### config.mk
export PLATFORM = sky130hd
export DESIGN_NAME = mod_table_writer
export DESIGN_NICKNAME = d
export VERILOG_FILES = /design/src/rtl/mod_table_writer_pkg.sv /design/src/rtl/mod_table_writer_counter.sv /design/src/rtl/mod_table_writer.sv
export SDC_FILE = /design/constraint.sdc
export NUM_CORES = 1
export LEC_CHECK = 0
export BUFFER_PORTS_ARGS = -buffer_cell sky130_fd_sc_hd__buf_4
export CAP_MARGIN = 20
export CELL_PAD_IN_SITES_DETAIL_PLACEMENT = 1
export CELL_PAD_IN_SITES_GLOBAL_PLACEMENT = 2
export CORE_ASPECT_RATIO = 1.75
export CORE_MARGIN = 2
export CORE_UTILIZATION = 31
export DETAILED_ROUTE_END_ITERATION = 16
export PLACE_DENSITY = 0.83
export SLEW_MARGIN = 20
export SYNTH_ARGS = -nofsm -noshare
export SYNTH_HDL_FRONTEND = slang
export SYNTH_HIERARCHICAL = 1
export SYNTH_SLANG_ARGS = --single-unit
### constraint.sdc
create_clock -name clk -period 2.4 [get_ports clk]
set_input_delay 0 -clock clk [delete_from_list [all_inputs] [get_ports clk]]
set_output_delay 0 -clock clk [all_outputs]
set_load 0.05 [all_outputs]
### src/rtl/mod_table_writer_pkg.sv
// Shared definitions for the modulo lookup table writer and its reader.
// FSM state encoding, default table dimensions and the address-width helper.
package mod_table_writer_pkg;

  typedef enum logic [1:0] {
    IDLE = 2'd0,
    FILL = 2'd1,
    FIN  = 2'd2
  } state_t;

  localparam int DEFAULT_NUM_WIDTH = 12;
  localparam int DEFAULT_N_WIDTH   = 6;

  // Table address is {n-2, k}, so its width is the sum of both field widths.
  function automatic int addr_width(input int n_width, input int num_width);
    return n_width + num_width;
  endfunction

endpackage

### src/rtl/mod_table_writer_counter.sv
// mod_counter: incremental remainder register for the table writer.
// Holds k mod n without a divider: cleared on load, stepped on advance,
// wrapping back to zero once it reaches limit-1.
module mod_counter #(
  parameter int WIDTH = 6
) (
  input  logic             clk,
  input  logic             rst_n,
  input  logic             load,
  input  logic             advance,
  input  logic [WIDTH-1:0] limit,
  output logic [WIDTH-1:0] value
);

  localparam logic [WIDTH-1:0] ONE = WIDTH'(1);

  // Remainder update: load wins over advance; wrap when value reaches limit-1.
  always_ff @(posedge clk or negedge rst_n) begin
    if (!rst_n) begin
      value <= '0;
    end else if (load) begin
      value <= '0;
    end else if (advance) begin
      if (value == limit - ONE) begin
        value <= '0;
      end else begin
        value <= value + ONE;
      end
    end
  end

endmodule

### src/rtl/mod_table_writer.sv
// mod_table_writer: fills a modulo lookup table with k mod n for every
// modulus n = 2 .. 2^N_WIDTH-1 and index k = 0 .. 2^NUM_WIDTH-1, one entry
// per accepted write, address {n-2, k}.
// Optional feature macro: MOD_TABLE_CHECKSUM_EN adds a 16-bit running sum of
// all transferred data words on port checksum.
module mod_table_writer
  import mod_table_writer_pkg::*;
#(
  parameter int NUM_WIDTH = DEFAULT_NUM_WIDTH,
  parameter int N_WIDTH   = DEFAULT_N_WIDTH
) (
  input  logic                                       clk,
  input  logic                                       rst_n,
  input  logic                                       start,
  output logic                                       busy,
  output logic                                       done,
  output logic                                       wr_en,
  output logic [addr_width(N_WIDTH, NUM_WIDTH)-1:0]  wr_addr,
  output logic [N_WIDTH-1:0]                         wr_data,
`ifdef MOD_TABLE_CHECKSUM_EN
  output logic [15:0]                                checksum,
`endif
  input  logic                                       wr_ready
);

  localparam logic [N_WIDTH-1:0]   N_FIRST = N_WIDTH'(2);
  localparam logic [N_WIDTH-1:0]   N_LAST  = '1;
  localparam logic [NUM_WIDTH-1:0] K_LAST  = '1;

  state_t state, state_next;

  logic [N_WIDTH-1:0]   n;
  logic [NUM_WIDTH-1:0] k;
  logic [N_WIDTH-1:0]   r;
  logic [N_WIDTH-1:0]   n_offset;

  logic start_go;
  logic xfer;
  logic k_wrap;
  logic last_entry;

  assign start_go   = (state == IDLE) && start;
  assign xfer       = (state == FILL) && wr_ready;
  assign k_wrap     = (k == K_LAST);
  assign last_entry = k_wrap && (n == N_LAST);
  assign n_offset   = n - N_FIRST;

  // Outputs are forced to zero outside FILL so reset and idle look identical.
  assign wr_addr = (state == FILL) ? {n_offset, k} : '0;
  assign wr_data = (state == FILL) ? r : '0;

  // State register.
  always_ff @(posedge clk or negedge rst_n) begin
    if (!rst_n) begin
      state <= IDLE;
    end else begin
      state <= state_next;
    end
  end

  // Next-state and status outputs.
  always_comb begin
    state_next = state;
    busy       = 1'b0;
    done       = 1'b0;
    wr_en      = 1'b0;
    case (state)
      IDLE: begin
        if (start) state_next = FILL;
      end
      FILL: begin
        busy  = 1'b1;
        wr_en = 1'b1;
        if (xfer && last_entry) state_next = FIN;
      end
      FIN: begin
        busy       = 1'b1;
        done       = 1'b1;
        state_next = IDLE;
      end
      default: state_next = IDLE;
    endcase
  end

  // Modulus and index walk: k inner, n outer; both advance only on transfer.
  always_ff @(posedge clk or negedge rst_n) begin
    if (!rst_n) begin
      n <= '0;
      k <= '0;
    end else if (start_go) begin
      n <= N_FIRST;
      k <= '0;
    end else if (xfer) begin
      if (k_wrap) begin
        k <= '0;
        n <= n + N_WIDTH'(1);
      end else begin
        k <= k + NUM_WIDTH'(1);
      end
    end
  end

  mod_counter #(
    .WIDTH (N_WIDTH)
  ) u_rem (
    .clk     (clk),
    .rst_n   (rst_n),
    .load    (start_go | (xfer & k_wrap)),
    .advance (xfer & ~k_wrap),
    .limit   (n),
    .value   (r)
  );

`ifdef MOD_TABLE_CHECKSUM_EN
  // Running sum of transferred data; restarts with each fill, holds after done.
  always_ff @(posedge clk or negedge rst_n) begin
    if (!rst_n) begin
      checksum <= '0;
    end else if (start_go) begin
      checksum <= '0;
    end else if (xfer) begin
      checksum <= checksum + 16'(wr_data);
    end
  end
`endif

endmodule

---- Word level (Yosys, flattened, before mapping) ----
Index checks and enable logic that the tools add are counted.
word-level totals
  flip-flop bits (word level) ............. 26
  input port bits ......................... 4
  output and inout port bits .............. 27
  word-level logic and storage cells ...... 48
cells by class
  add/subtract/negate cells ............... 5
  equal/unequal tests ..................... 7
  mux-type cells .......................... 17
  bitwise gates (word level) .............. 4
  reductions and logical operators ........ 11
operator list
  kind                                                   count
  two-way mux 6 bit                                      7
  two-way mux 12 bit                                     3
  two-way mux 18 bit                                     1
  adder 12 x 1 -> 12 bit, second input constant          1
  adder 6 x 1 -> 6 bit, second input constant            2
  equality test 12 bit, second input constant            1
  equality test 6 bit                                    1
  equality test 6 bit, second input constant             1
  nonzero test 2 bit                                     3
  subtractor 6 x 1 -> 6 bit, second input constant       1
  subtractor 6 x 2 -> 6 bit, second input constant       1
  logical AND 1 bit                                      4
  two-way mux 2 bit                                      2
  case mux 2 bit (2 select lines)                        1
  AND reduction 2 bit                                    2
  two-way mux 1 bit                                      3
  AND 1 bit                                              2
  equality test 2 x 1 -> 1 bit, second input constant    1
  equality test 2 bit, second input constant             1
  zero test 2 bit                                        1
  inequality test 2 x 1 -> 1 bit, second input constant  1
  inequality test 2 bit, second input constant           1
  OR reduction 2 bit                                     1
  NOT 1 bit                                              1
  OR 1 bit                                               1

---- Longest topological paths before layout ----
  word-level depth ........................ 5
  depth in mapped cells ................... 10

---- Cells and area by module ----
Netlist, hierarchy kept.
modules (own cells, without submodules)
  module            times used  cells an instance  area each (um^2)  sequential area each (um^2)
  mod_table_writer  1           162                1,401.3           500.5
  mod_counter       1           61                 539.3             150.1

---- Least setup slack after synthesis ----
No wires, ideal clock.
  path type ............................... reg2reg
  start point ............................. reg state[1]
  end point ............................... reg u_rem.value[1]
  library setup time ...................... 134 ps
  arrival time ............................ 2,650 ps
  required time ........................... 2,266 ps
  slack ................................... -384 ps
  stages on the path, launching flop included .. 11
  period minus slack after synthesis ...... 2,784 ps
  cells stage by stage .................... dfrtp_1 inv_1 ha_1 nand4_1 or4_1 buf_2 nand2_1 clkbuf_1 and3b_1 a31oi_1 o21ai_1
on the way
  cells in the longest elaborated chain, start to end .. 5
ends and longest elaborated chain
  element                                                  RTL line                        source
  start, declared                                          mod_table_writer.sv:30          state_t state, state_next;
  start signal, assigned                                   mod_table_writer.sv:57          state <= state_next;
  equality test 2 x 1 -> 1 bit                             mod_table_writer.sv:43          assign xfer = (state == FILL) && wr_ready;
  logical AND 1 bit                                        mod_table_writer.sv:43
  AND 1 bit                                                mod_table_writer.sv:108         .load (start_go | (xfer & k_wrap)),
  OR 1 bit                                                 mod_table_writer.sv:108
  two-way mux 6 bit or nonzero test 2 bit (tied branches)  -
  end signal, assigned                                     mod_table_writer_counter.sv:27  value <= value + ONE;
  end, declared                                            mod_table_writer_counter.sv:12  output logic [WIDTH-1:0] value
Parallel ways exist; a longest one is shown, timed or not.
A chain may end at the register's enable or synchronous reset.

---- Worst setup path after layout ----
  start point ............................. reg k[0]
  end point ............................... reg u_rem.value[1]
on the way
  cells in the longest elaborated chain, start to end .. 4
ends and longest elaborated chain
  element                                                  RTL line                                          source
  start, declared                                          mod_table_writer.sv:33                            logic [NUM_WIDTH-1:0] k;
  start signal, assigned                                   mod_table_writer.sv:98                            k <= k + NUM_WIDTH'(1);
  equality test 12 bit *                                   mod_table_writer.sv:44                            assign k_wrap = (k == K_LAST);
  AND 1 bit or NOT 1 bit (tied branches)                   mod_table_writer.sv:108, mod_table_writer.sv:109
  OR 1 bit or AND 1 bit (tied branches)                    mod_table_writer.sv:108, mod_table_writer.sv:109
  two-way mux 6 bit or nonzero test 2 bit (tied branches)  -
Every way passes the cells marked *; elsewhere a longest branch is shown, timed or not.

==> flow_metrics.py <==
metrics = {
    "yosys": {
        "synth_area_leader_cell": "sky130_fd_sc_hd__dfrtp_1",
        "synth_top_area_share_pct": 33.5,
        "synth_enable_flop_cells": 0,
        "synthesis.nets": 238,
        "yosys-top-cells-area": "sky130_fd_sc_hd__dfrtp_1 (34%), sky130_fd_sc_hd__and2_1 (7.7%), sky130_fd_sc_hd__ha_1 (7.1%)",
        "synthFlopType": "sky130_fd_sc_hd__dfrtp_1",
        "synthDistinctLibCells": 44,
        "asyncSetResetFlopFracSynth_pct": 100,
        "post_synthesis_sequential_element_count": 26,
        "cell_with_the_most_instances_after_synthesis": "sky130_fd_sc_hd__dfrtp_1",
        "yosysSeqAreaShare_pct": 33.5,
        "synthTopCellsByCount": "sky130_fd_sc_hd__dfrtp_1 (26), sky130_fd_sc_hd__and2_1 (24), sky130_fd_sc_hd__nor2_1 (19)",
        "ys.warnings.count": 6,
        "syn_avg_cell_area_um2": 8.70,
        "syn-instance-count": 223,
        "netlist_area_mm2": 0.00194,
    },
    "floorplan": {
        "rows": 38,
        "die_width_um": 63.8,
        "die_height_um": 109,
        "fp.coreArea_mm2": 0.00613,
        "dieArea_mm2": 0.00693,
        "floorplan.initialDensity_pct": 31.6,
        "io_pins": 31,
    },
    "sta": {
        "setup_repair_after_global_routing_missed_its_margin": "false",
        "peak_clock_frequency_supported_by_timing_mhz": 449,
        "setup-tns-final_ns": 0,
        "worst-slew-pin-transition_ns": 0.473,
        "timing.slew.headroom_pct": 68.5,
        "hold_viol_final": 0,
        "fin_crit_sh_pct": 92.8,
        "hold_slack_ns": 0.0474,
        "setup-violations-final": 0,
        "maximum_clock_skew_at_final_layout_ns": 0.00799,
        "report.final.slew_viol_count": 0,
        "fin_crit_ns": 2.23,
    },
    "worst_hold_path": {
        "min-delay-path-class": "input port to flip-flop",
        "worst_hold_path.num_cells": 3,
        "worst_min_delay_path_startpoint": "wr_ready",
        "hold_path_end": "k[1]",
    },
    "layout": {
        "final_cell_area_mm2": 0.00248,
        "flow.area_growth_from_synthesis_pct": 27.8,
        "drive_above_1_share_pct": 23.8,
        "num_antenna_cells": 0,
        "fin_nets": 285,
    },
    "clocking": {
        "cts.htree.levels": 1,
        "ctsLongestPathBuffers": 2,
        "cts.sinks": 26,
        "tritoncts": "built",
        "cts_inserted_buffers": 3,
        "cts.root.buffer_cell": "sky130_fd_sc_hd__clkbuf_8",
        "post_cts_clock_slew_at_the_launch_and_capture_registers_of_the_worst_setup_and_hold_paths_ns": 0.10,
        "clk-insertion-delay-late_ns": 0.28,
    },
    "grt": {
        "overflow": 0,
        "via_count_of_the_first_global_routing_pass": 1939,
        "maximum_number_of_pins_on_one_net_before_global_route_repair": 27,
        "grt_antenna_before_repair": 0,
        "globalRouteTotalUtil_pct": 17.1,
        "grt_pass1_wl_um": 9290,
    },
    "drt": {
        "detailedRoute.firstPassIterationCount": 4,
        "drt_first_iter_violations": 42,
        "detailroute.wirelength.met3_um": 96,
        "via_count": 1807,
        "maxUsedRoutingLayer": "met4",
        "drt_drc_violations_left": 0,
        "route.met2.wl_um": 3060,
        "average_detailed_routed_wire_length_per_instance_um": 15.8,
        "routed_wl_um": 5510,
        "detailed_routing_wirelength_on_met1_um": 2230,
        "drtAntennaViolNets": 0,
        "routed_via_density": 5.18,
    },
    "worst_setup_path": {
        "critical_path_data_required_time_ns": 2.55,
        "rr_endpoint": "u_rem/value[1]",
        "timing.reg2reg.worst_path_depth": 8,
        "critical_path_peak_fanout": 5,
        "rrSetupSlack_ns": 0.17,
        "cp_data_arrival_time_ns": 2.37,
        "setup.worst_path.end_class": "flip-flop",
        "crit-reg2reg-launch": "k[0]",
        "startpoint_type": "flip-flop",
        "critical_path_class": "flip-flop to flip-flop",
    },
    "place": {
        "hpwlAfterDp_um": 4250,
        "gpl.final_weighted_congestion": 0.773,
        "portBuffers": 30,
        "dpl_cell_area_mm2": 0.00239,
    },
    "pwr": {
        "power.density_mw_per_mm2": 762,
        "ir_drop_uv": 457,
        "p_leak_nw": 1.12,
    },
    "run": {
        "drv.max_cap_violation_count": 0,
    },
    "run_status": {
        "status": "completed",
    },
}
power by group:
| part | internal [W] | total [W] | switching, W | leakage (nW) |
|---|---|---|---|---|
| logic | 0.000360 | 0.000949 | 0.000589 | 0.734 |
| clock network | 0.000224 | 0.000381 | 0.000157 | 0.0357 |
| registers | 0.000492 | 0.000561 | 0.0000695 | 0.352 |
| total | 0.00108 | 0.00189 | 0.000815 | 1.12 |
through the flow:
step,worst slack (ns),total power [W],utilization (%),instances
2_1_floorplan,0.00780,0.00122,-,223
3_3_place_gp,0.268,0.00149,39.0,344
3_5_place_dp,0.135,0.00152,39.0,344
4_1_cts,0.0910,0.00191,40.3,349
5_1_grt,0.00737,0.00202,40.4,349
6_report,0.173,0.00189,40.4,349
cells by family (layout without fill, tap and decap cells):
logic type	after synthesis	count (layout)	share of synthesized area, %
AND/OR/NAND/NOR	108	108	31.5
multiplexers	1	1	0.516
AO/OA/AOI/OAI	37	37	14.1
flip-flops	26	26	33.5
buffers and inverters	19	65	3.74
XOR/XNOR	21	21	9.48
adder cells (fa/ha/maj)	11	11	7.09
placed cells by master (no fill, tap or decap), types with 8 or more instances in the layout:
cell type,count
sky130_fd_sc_hd__a21oi_1,9
sky130_fd_sc_hd__and2_1,24
sky130_fd_sc_hd__buf_4,49
sky130_fd_sc_hd__dfrtp_1,26
sky130_fd_sc_hd__ha_1,10
sky130_fd_sc_hd__inv_1,11
sky130_fd_sc_hd__nand2_1,14
sky130_fd_sc_hd__nand3_1,9
sky130_fd_sc_hd__nor2_1,19
sky130_fd_sc_hd__nor4_1,8
sky130_fd_sc_hd__xnor2_1,14
repair_timing:
action,4_1_cts,5_1_grt
setup endpoints to repair,0,5
setup buffers,0,0
gates resized for setup,0,3
endpoints found under the hold margin,26,0
hold buffers,1,0
cell type report:
cell class / count / area [um^2]
clock buffers: 3 / 41.3
clock inverters: 1 / 30.0
fillers: 734 / 3650
inverters: 11 / 41.3
multi-input cells: 178 / 1240
flip-flops and latches: 26 / 651
well taps: 80 / 100
repair buffers: 50 / 378
per-layer routing:
metal,global-route usage [%],vias up
met1,18.8,890
met2,33.6,31
met4,6.21,0
li1,-,877
met5,0,-
met3,1.14,9
worst max-delay path by stage:
stage | slack, ns | startpoint | end
after floorplan | 0.008 | k[0] | u_rem/value[1]
after global placement | 0.27 | k[6] | u_rem/value[5]
after detailed placement | 0.14 | state[1] | n[5]
after CTS | 0.09 | state[1] | n[5]
after global routing | 0.007 | state[1] | u_rem/value[1]
final | 0.17 | k[0] | u_rem/value[1]
state kept, by name, summed over array words and instances, names as in the netlist:
| name | cells |
|---|---|
| state | 2 |
| n | 6 |
| k | 12 |
| u_rem/value | 6 |
worst max-delay path, stage by stage (launching register included):
cell,delay [ns]
sky130_fd_sc_hd__dfrtp_1,0.38
sky130_fd_sc_hd__ha_1,0.19
sky130_fd_sc_hd__nand3_1,0.11
sky130_fd_sc_hd__or4_2,0.64
sky130_fd_sc_hd__nor2b_1,0.20
sky130_fd_sc_hd__buf_4,0.16
sky130_fd_sc_hd__and3b_1,0.16
sky130_fd_sc_hd__a31oi_1,0.16
sky130_fd_sc_hd__o21ai_1,0.10
Power figures use the tool's default switching activity.
